File: src/rtl/data_ram_arbiter_pkg.sv
// Shared constants and types for the data RAM arbiter slice.
// Optional statistics outputs are enabled by defining DATA_ARB_STATS_EN.
package data_ram_arbiter_pkg;

   localparam int AW               = 16;
   localparam int DW               = 32;
   localparam int STARVE_LIMIT_DEF = 8;

   localparam int ARB_CORE = 0;
   localparam int ARB_HOST = 1;

   typedef enum logic [1:0] {
      TAG_NONE = 2'd0,
      TAG_CORE = 2'd1,
      TAG_HOST = 2'd2
   } rd_tag_e;

   function automatic logic is_read(input logic [3:0] we);
      return (we == 4'h0);
   endfunction

endpackage

File: src/rtl/data_ram_arbiter_if.sv
// Requester and RAM-side signal bundle for the data RAM arbiter.
// slave = arbiter view, master = requesters plus RAM view.
interface data_ram_arbiter_if;
   import data_ram_arbiter_pkg::*;

   logic          c_req;
   logic [3:0]    c_we;
   logic [AW-1:0] c_addr;
   logic [DW-1:0] c_wdata;
   logic          c_gnt;
   logic          c_rvalid;
   logic [DW-1:0] c_rdata;

   logic          h_req;
   logic [3:0]    h_we;
   logic [AW-1:0] h_addr;
   logic [DW-1:0] h_wdata;
   logic          h_gnt;
   logic          h_rvalid;
   logic [DW-1:0] h_rdata;

   logic          ram_en;
   logic [3:0]    ram_we;
   logic [AW-1:0] ram_addr;
   logic [DW-1:0] ram_din;
   logic [DW-1:0] ram_dout;

   modport slave (
      input  c_req, c_we, c_addr, c_wdata, h_req, h_we, h_addr, h_wdata, ram_dout,
      output c_gnt, c_rvalid, c_rdata, h_gnt, h_rvalid, h_rdata,
      output ram_en, ram_we, ram_addr, ram_din
   );

   modport master (
      output c_req, c_we, c_addr, c_wdata, h_req, h_we, h_addr, h_wdata, ram_dout,
      input  c_gnt, c_rvalid, c_rdata, h_gnt, h_rvalid, h_rdata,
      input  ram_en, ram_we, ram_addr, ram_din
   );

endinterface

File: src/rtl/data_ram_arbiter_starve_ctr.sv
// HOST starvation counter: counts consecutive denied cycles of a pending
// HOST request, saturating at the limit, and flags urgency at the limit.
module arb_starve_ctr #(
   parameter int STARVE_LIMIT = 8
) (
   input  logic       clk,
   input  logic       rst,
   input  logic       h_req,
   input  logic       h_gnt,
   output logic [7:0] starve_cnt,
   output logic       host_urgent
);

   localparam logic [7:0] LIMIT = 8'(STARVE_LIMIT);

   always_ff @(posedge clk or posedge rst) begin
      if (rst) begin
         starve_cnt <= 8'd0;
      end else if (!h_req || h_gnt) begin
         starve_cnt <= 8'd0;
      end else if (starve_cnt != LIMIT) begin
         starve_cnt <= starve_cnt + 8'd1;
      end
   end

   assign host_urgent = (starve_cnt == LIMIT);

endmodule

File: src/rtl/data_ram_arbiter.sv
// Single-port data RAM arbiter: CORE has fixed priority, HOST wins once starved.
// Define DATA_ARB_STATS_EN to add grant counters and the HOST stall maximum.
module data_ram_arbiter
   import data_ram_arbiter_pkg::*;
#(
   parameter int STARVE_LIMIT = STARVE_LIMIT_DEF
) (
   input  logic                clk,
   input  logic                rst,
   data_ram_arbiter_if.slave   bus
`ifdef DATA_ARB_STATS_EN
   ,
   output logic [15:0]         c_gnt_cnt,
   output logic [15:0]         h_gnt_cnt,
   output logic [7:0]          h_stall_max
`endif
);

   logic [1:0]    gnt;
   logic [7:0]    starve_cnt;
   logic          host_urgent;
   rd_tag_e       rd_tag_q;
   rd_tag_e       rd_tag_d;
   logic [DW-1:0] c_rdata_q;
   logic [DW-1:0] h_rdata_q;

   arb_starve_ctr #(.STARVE_LIMIT(STARVE_LIMIT)) u_starve (
      .clk         (clk),
      .rst         (rst),
      .h_req       (bus.h_req),
      .h_gnt       (gnt[ARB_HOST]),
      .starve_cnt  (starve_cnt),
      .host_urgent (host_urgent)
   );

   always_comb begin
      gnt          = 2'b00;
      bus.ram_we   = 4'h0;
      bus.ram_addr = '0;
      bus.ram_din  = '0;
      rd_tag_d     = TAG_NONE;
      if (host_urgent && bus.h_req)
         gnt[ARB_HOST] = 1'b1;
      else if (bus.c_req)
         gnt[ARB_CORE] = 1'b1;
      else if (bus.h_req)
         gnt[ARB_HOST] = 1'b1;

      if (gnt[ARB_CORE]) begin
         bus.ram_we   = bus.c_we;
         bus.ram_addr = bus.c_addr;
         bus.ram_din  = bus.c_wdata;
         if (is_read(bus.c_we)) rd_tag_d = TAG_CORE;
      end else if (gnt[ARB_HOST]) begin
         bus.ram_we   = bus.h_we;
         bus.ram_addr = bus.h_addr;
         bus.ram_din  = bus.h_wdata;
         if (is_read(bus.h_we)) rd_tag_d = TAG_HOST;
      end
   end

   assign bus.c_gnt  = gnt[ARB_CORE];
   assign bus.h_gnt  = gnt[ARB_HOST];
   assign bus.ram_en = |gnt;

   // Read data is passed straight through in the valid cycle, then held.
   assign bus.c_rvalid = (rd_tag_q == TAG_CORE);
   assign bus.h_rvalid = (rd_tag_q == TAG_HOST);
   assign bus.c_rdata  = bus.c_rvalid ? bus.ram_dout : c_rdata_q;
   assign bus.h_rdata  = bus.h_rvalid ? bus.ram_dout : h_rdata_q;

   always_ff @(posedge clk or posedge rst) begin
      if (rst) begin
         rd_tag_q  <= TAG_NONE;
         c_rdata_q <= '0;
         h_rdata_q <= '0;
      end else begin
         rd_tag_q  <= rd_tag_d;
         c_rdata_q <= bus.c_rdata;
         h_rdata_q <= bus.h_rdata;
      end
   end

`ifdef DATA_ARB_STATS_EN
   always_ff @(posedge clk or posedge rst) begin
      if (rst) begin
         c_gnt_cnt   <= 16'd0;
         h_gnt_cnt   <= 16'd0;
         h_stall_max <= 8'd0;
      end else begin
         if (gnt[ARB_CORE] && c_gnt_cnt != 16'hFFFF) c_gnt_cnt <= c_gnt_cnt + 16'd1;
         if (gnt[ARB_HOST] && h_gnt_cnt != 16'hFFFF) h_gnt_cnt <= h_gnt_cnt + 16'd1;
         if (starve_cnt > h_stall_max) h_stall_max <= starve_cnt;
      end
   end
`endif

endmodule

File: src/flat_wrapper.sv
// flat-port wrapper written by rule: the top's interface ports become plain ports
module data_ram_arbiter_flat import data_ram_arbiter_pkg::*;
#(
   parameter int STARVE_LIMIT = STARVE_LIMIT_DEF
)
  (clk, rst, bus_c_req, bus_c_we, bus_c_addr, bus_c_wdata, bus_h_req, bus_h_we, bus_h_addr, bus_h_wdata, bus_ram_dout, bus_c_gnt, bus_c_rvalid, bus_c_rdata, bus_h_gnt, bus_h_rvalid, bus_h_rdata, bus_ram_en, bus_ram_we, bus_ram_addr, bus_ram_din);
  data_ram_arbiter_if bus_i ();
  input  logic clk;
  input  logic rst;
  input wire logic [$bits(bus_i.c_req)-1:0] bus_c_req;
  input wire logic [$bits(bus_i.c_we)-1:0] bus_c_we;
  input wire logic [$bits(bus_i.c_addr)-1:0] bus_c_addr;
  input wire logic [$bits(bus_i.c_wdata)-1:0] bus_c_wdata;
  input wire logic [$bits(bus_i.h_req)-1:0] bus_h_req;
  input wire logic [$bits(bus_i.h_we)-1:0] bus_h_we;
  input wire logic [$bits(bus_i.h_addr)-1:0] bus_h_addr;
  input wire logic [$bits(bus_i.h_wdata)-1:0] bus_h_wdata;
  input wire logic [$bits(bus_i.ram_dout)-1:0] bus_ram_dout;
  output wire logic [$bits(bus_i.c_gnt)-1:0] bus_c_gnt;
  output wire logic [$bits(bus_i.c_rvalid)-1:0] bus_c_rvalid;
  output wire logic [$bits(bus_i.c_rdata)-1:0] bus_c_rdata;
  output wire logic [$bits(bus_i.h_gnt)-1:0] bus_h_gnt;
  output wire logic [$bits(bus_i.h_rvalid)-1:0] bus_h_rvalid;
  output wire logic [$bits(bus_i.h_rdata)-1:0] bus_h_rdata;
  output wire logic [$bits(bus_i.ram_en)-1:0] bus_ram_en;
  output wire logic [$bits(bus_i.ram_we)-1:0] bus_ram_we;
  output wire logic [$bits(bus_i.ram_addr)-1:0] bus_ram_addr;
  output wire logic [$bits(bus_i.ram_din)-1:0] bus_ram_din;
  assign bus_i.c_req = bus_c_req;
  assign bus_i.c_we = bus_c_we;
  assign bus_i.c_addr = bus_c_addr;
  assign bus_i.c_wdata = bus_c_wdata;
  assign bus_i.h_req = bus_h_req;
  assign bus_i.h_we = bus_h_we;
  assign bus_i.h_addr = bus_h_addr;
  assign bus_i.h_wdata = bus_h_wdata;
  assign bus_i.ram_dout = bus_ram_dout;
  assign bus_c_gnt = bus_i.c_gnt;
  assign bus_c_rvalid = bus_i.c_rvalid;
  assign bus_c_rdata = bus_i.c_rdata;
  assign bus_h_gnt = bus_i.h_gnt;
  assign bus_h_rvalid = bus_i.h_rvalid;
  assign bus_h_rdata = bus_i.h_rdata;
  assign bus_ram_en = bus_i.ram_en;
  assign bus_ram_we = bus_i.ram_we;
  assign bus_ram_addr = bus_i.ram_addr;
  assign bus_ram_din = bus_i.ram_din;
  data_ram_arbiter #(.STARVE_LIMIT(STARVE_LIMIT)) u_core (.clk(clk), .rst(rst), .bus(bus_i));
endmodule
File: config.mk
export PLATFORM = sky130hd
export DESIGN_NAME = data_ram_arbiter_flat
export DESIGN_NICKNAME = d
export VERILOG_FILES = /design/src/rtl/data_ram_arbiter_pkg.sv /design/src/rtl/data_ram_arbiter_if.sv /design/src/rtl/data_ram_arbiter_starve_ctr.sv /design/src/rtl/data_ram_arbiter.sv /design/src/flat_wrapper.sv
export SDC_FILE = /design/constraint.sdc
export NUM_CORES = 1
export LEC_CHECK = 0
export CORE_MARGIN = 4
export CORE_UTILIZATION = 35
export CTS_CLUSTER_SIZE = 28
export DETAILED_ROUTE_END_ITERATION = 8
export MAX_ROUTING_LAYER = met4
export PLACE_DENSITY_LB_ADDON = 0.1
export SLEW_MARGIN = 25
export SYNTH_ARGS = -nofsm -noshare
export SYNTH_HDL_FRONTEND = slang
export SYNTH_SLANG_ARGS = --single-unit
File: constraint.sdc
create_clock -name clk -period 8 [get_ports clk]
set_clock_uncertainty 0.2 [all_clocks]
set_input_delay 1.6 -clock clk [delete_from_list [all_inputs] [get_ports clk]]
set_output_delay 1.6 -clock clk [all_outputs]
set_load 0.05 [all_outputs]
==> metrics.md <==
| Metric | Value |
|---|---|
| Nets | `649` |
| Clock latency on the worst-skew pair | `0.33 ns` |
| Clk sinks | `74` |
| CP cell instances | `clkdlybuf4s50_1 > nand4bb_4 > o22ai_4 > buf_4 > a22o_1 > clkdlybuf4s50_1` |
| Hold Fails Final Rpt | `0` |
| Setup ws final | `1.78 ns` |
| Starting Density | `35.8%` |
| Fin crit share | `77.8%` |
| Crit path time final | `6.22 ns` |
| Drt pass-1 iters | `4` |
| Critical Path AT | `4.42 ns` |
| Worst Max-Slew Pin Slew | `1.01 ns` |
| Number of synthesized register bits | `74` |
| Slew Limit Fails | `0` |
| Num rows | `36` |
| Largest stage delay on the critical path | `0.81 ns` |
| Synth Area in Compound Gates | `15.0%` |
| Post-Syn Area | `3500 µm²` |
| Status | `finished, final reports clean` |
| Syn-to-layout area delta | `81.3%` |
| Die H | `108 µm` |
| Cts hold-fix bufs | `0` |
| Setup TNS Final | `0 ns` |
| Top_reg_cell synth | `dfrtp_1` |
| Crit path kind | `primary input to primary output` |
| Most instantiated cells after synthesis | `dfrtp_1 (74), mux2_2 (64), a22o_1 (48)` |
| RSZ-0062 raised after global routing | `false` |
| GRT Overall Usage | `20.5%` |
| Finish-stage setup viols | `0` |
| CORE AREA | `9770 µm²` |
| Initial DRC count | `169` |
| Die Area | `11,700 µm²` |
| Global-route wire length before repair | `17.9 mm` |
| Post-Synth XOR/XNOR Area | `0.750%` |
| Root buf cell | `clkbuf_8` |
| Syn Area/Cell | `13.9 µm²` |
| Most common cell on crit path | `clkdlybuf4s50_1` |
| DR vias | `3,118` |
| Ant diodes | `0` |
| Slowest stage cell on the critical path | `clkdlybuf4s50_1` |
| Routability congestion estimate | `0.984` |
| Largest family of logic cells by synthesized area | `multiplexers` |
| Type of the most critical hold path | `flip-flop to flip-flop` |
| GRT overflow | `0` |
| P per Cell Area | `242 nW/µm²` |
| Synth cell types | `30` |
| Area share of the largest cell type after synthesis | `52.9%` |
| # DRC | `0` |
| Number of vias per cell | `4.83` |
| Pin count of the biggest net entering global routing | `75` |
| Ys async rst share | `100%` |
| Multiplexer share of the synthesized area | `20.6%` |
| Finished Core Util | `65.0%` |
| Synth Area in Simple Gates | `4.50%` |
| DP HPWL | `9.54 mm` |
| Setup Buffers After CTS | `0` |
| Number of synthesized flops with an enable pin | `0` |
| Die Span X | `108 µm` |
| Slew headroom | `32.8%` |
| Worst r2r path cells | `5` |
| Antenna violations before repair | `0` |
| CP Capture Type | `primary output` |
| Fraction of layout cells with a size suffix above 1 | `18.6%` |
| Leak | `2.62 nW` |
| Ranking of synthesized cells by area | `dfrtp_1 (53%), mux2_2 (21%), a22o_1 (12%), buf_8 (2.1%), buf_6 (1.9%)` |
| Synth Area in Adders | `0.715%` |
| CTS tree | `yes` |
| Top-count cell post-synth | `dfrtp_1` |
| Clk buf depth | `2` |
| Filler cells | `825` |
| Final WL | `12.1 mm` |
| Post-DRT Antenna Nets | `0` |
| Num CTS Buffers | `9` |
| Average wire per cell in the routed design | `18.7 µm` |
| Port bufs | `260` |
| CP Launch Type | `primary input` |
| Clk pin slew, worst setup/hold paths | `0.07 ns` |
| Top-Level Pins | `261` |
| Depth of the CTS H-tree | `3` |
| Register area | `1850 µm²` |
| Worst slack, placed | `1.76 ns` |
| Synthesis warning total | `0` |
| CP required | `6.20 ns` |
| Largest area contributor in the netlist | `dfrtp_1` |
| Multi-input gate area | `1470 µm²` |
| Syn nets | `394` |
| Number of max-cap violations | `0` |
| Max Clk Rate | `0.161 GHz` |
| Synth Instances | `252` |
| Seq/Total Area, Yosys | `52.9%` |
| Hold path cells | `1` |
| Worst Path Max Fanout | `37` |
| Vias in the first global route | `3,285` |
| Post-cts sizing count | `0` |
| Peak supply drop | `0.000202 V` |
==> through the flow <==
| stage | hold slack (ns) | cells | instance area [µm²] | power [mW] |
|---|---|---|---|---|
| after floorplan | 0.294 | 252 | 3500 | 0.951 |
| after global placement | 0.278 | 629 | 6130 | 1.22 |
| after detailed placement | 0.283 | 629 | 6130 | 1.23 |
| after CTS | 0.300 | 645 | 6350 | 1.55 |
| after global routing | 0.313 | 645 | 6350 | 1.60 |
| final | 0.296 | 645 | 6350 | 1.54 |
==> routing by layer <==
| metal | up-vias | track usage (%) | share of wire [%] |
|---|---|---|---|
| li1 | 1457 | - | - |
| met3 | 17 | 7.52 | 9.1 |
| met5 | - | - | 0 |
| met2 | 137 | 33.5 | 49 |
| met4 | 0 | 4.78 | 1.6 |
| met1 | 1507 | 24.2 | 40 |
==> layout by cell type, fill, tap and decap left out, types with 2 or more instances in the layout <==
cell / Yosys / final
nor2_1: 4 / 4
clkinv_2: 0 / 2
nor4_1: 2 / 2
bufinv_16: 0 / 2
xor2_1: 2 / 2
nand3_1: 4 / 4
ha_1: 2 / 2
a22o_2: 4 / 4
mux2_2: 64 / 64
buf_4: 0 / 3
or3_1: 3 / 3
a22o_1: 48 / 48
clkdlybuf4s50_1: 0 / 260
inv_1: 6 / 5
dfrtp_1: 74 / 74
o21ai_0: 3 / 3
a21oi_1: 3 / 3
clkbuf_8: 0 / 10
==> final cells by class <==
| type | instances | area share, % |
|---|---|---|
| multi-input combinational | 153 | 23.1 |
| timing repair buffer | 263 | 41.3 |
| inverter | 6 | 0.355 |
| tap | 133 | 2.62 |
| clock buffer | 11 | 2.23 |
| sequential | 74 | 29.2 |
| clock inverter | 5 | 1.22 |
==> sequential cells by signal, indices dropped and copies added (netlist names) <==
register	flops
u_core.c_rdata_q	32
u_core.h_rdata_q	32
u_core.rd_tag_q	2
u_core.u_starve.starve_cnt	8
==> critical path, delay by kind of cell <==
kind                   cells  cell delay (ns)
AOI/OAI and AO/OA          2             0.89
and+or+nand+nor            1             0.16
buffers and inverters      3             1.75
==> power by group <==
group / internal (mW) / leakage, nW / switching (mW) / total, mW
Sequential: 0.447 / 0.904 / 0.0183 / 0.465
Clock: 0.183 / 0.109 / 0.134 / 0.317
Combinational: 0.287 / 1.60 / 0.467 / 0.754
Total: 0.917 / 2.62 / 0.619 / 1.54
==> final timing paths <==
check                                              startpoint              endpoint  slack [ns]
worst max-delay path                                bus_h_req       bus_ram_din[20]        1.78
worst min-delay path                     u_core.c_rdata_q[29]  u_core.c_rdata_q[29]        0.30
worst max register to register  u_core.u_starve.starve_cnt[0]    u_core.rd_tag_q[1]        5.60
worst min register to register           u_core.c_rdata_q[29]  u_core.c_rdata_q[29]        0.30
max in group asynchronous                                 rst    u_core.rd_tag_q[0]        5.34
min in group asynchronous                                 rst   u_core.h_rdata_q[1]        1.65
==> cell families (layout without fill, tap and decap cells) <==
logic type / Yosys count / after routing
flip-flops: 74 / 74
multiplexers: 64 / 64
AO/OA/AOI/OAI: 61 / 61
buffers and inverters: 25 / 285
AND/OR/NAND/NOR: 23 / 23
XOR/XNOR: 3 / 3
adder cells (fa/ha/maj): 2 / 2
Note: power is estimated with default switching activity, not from simulation.
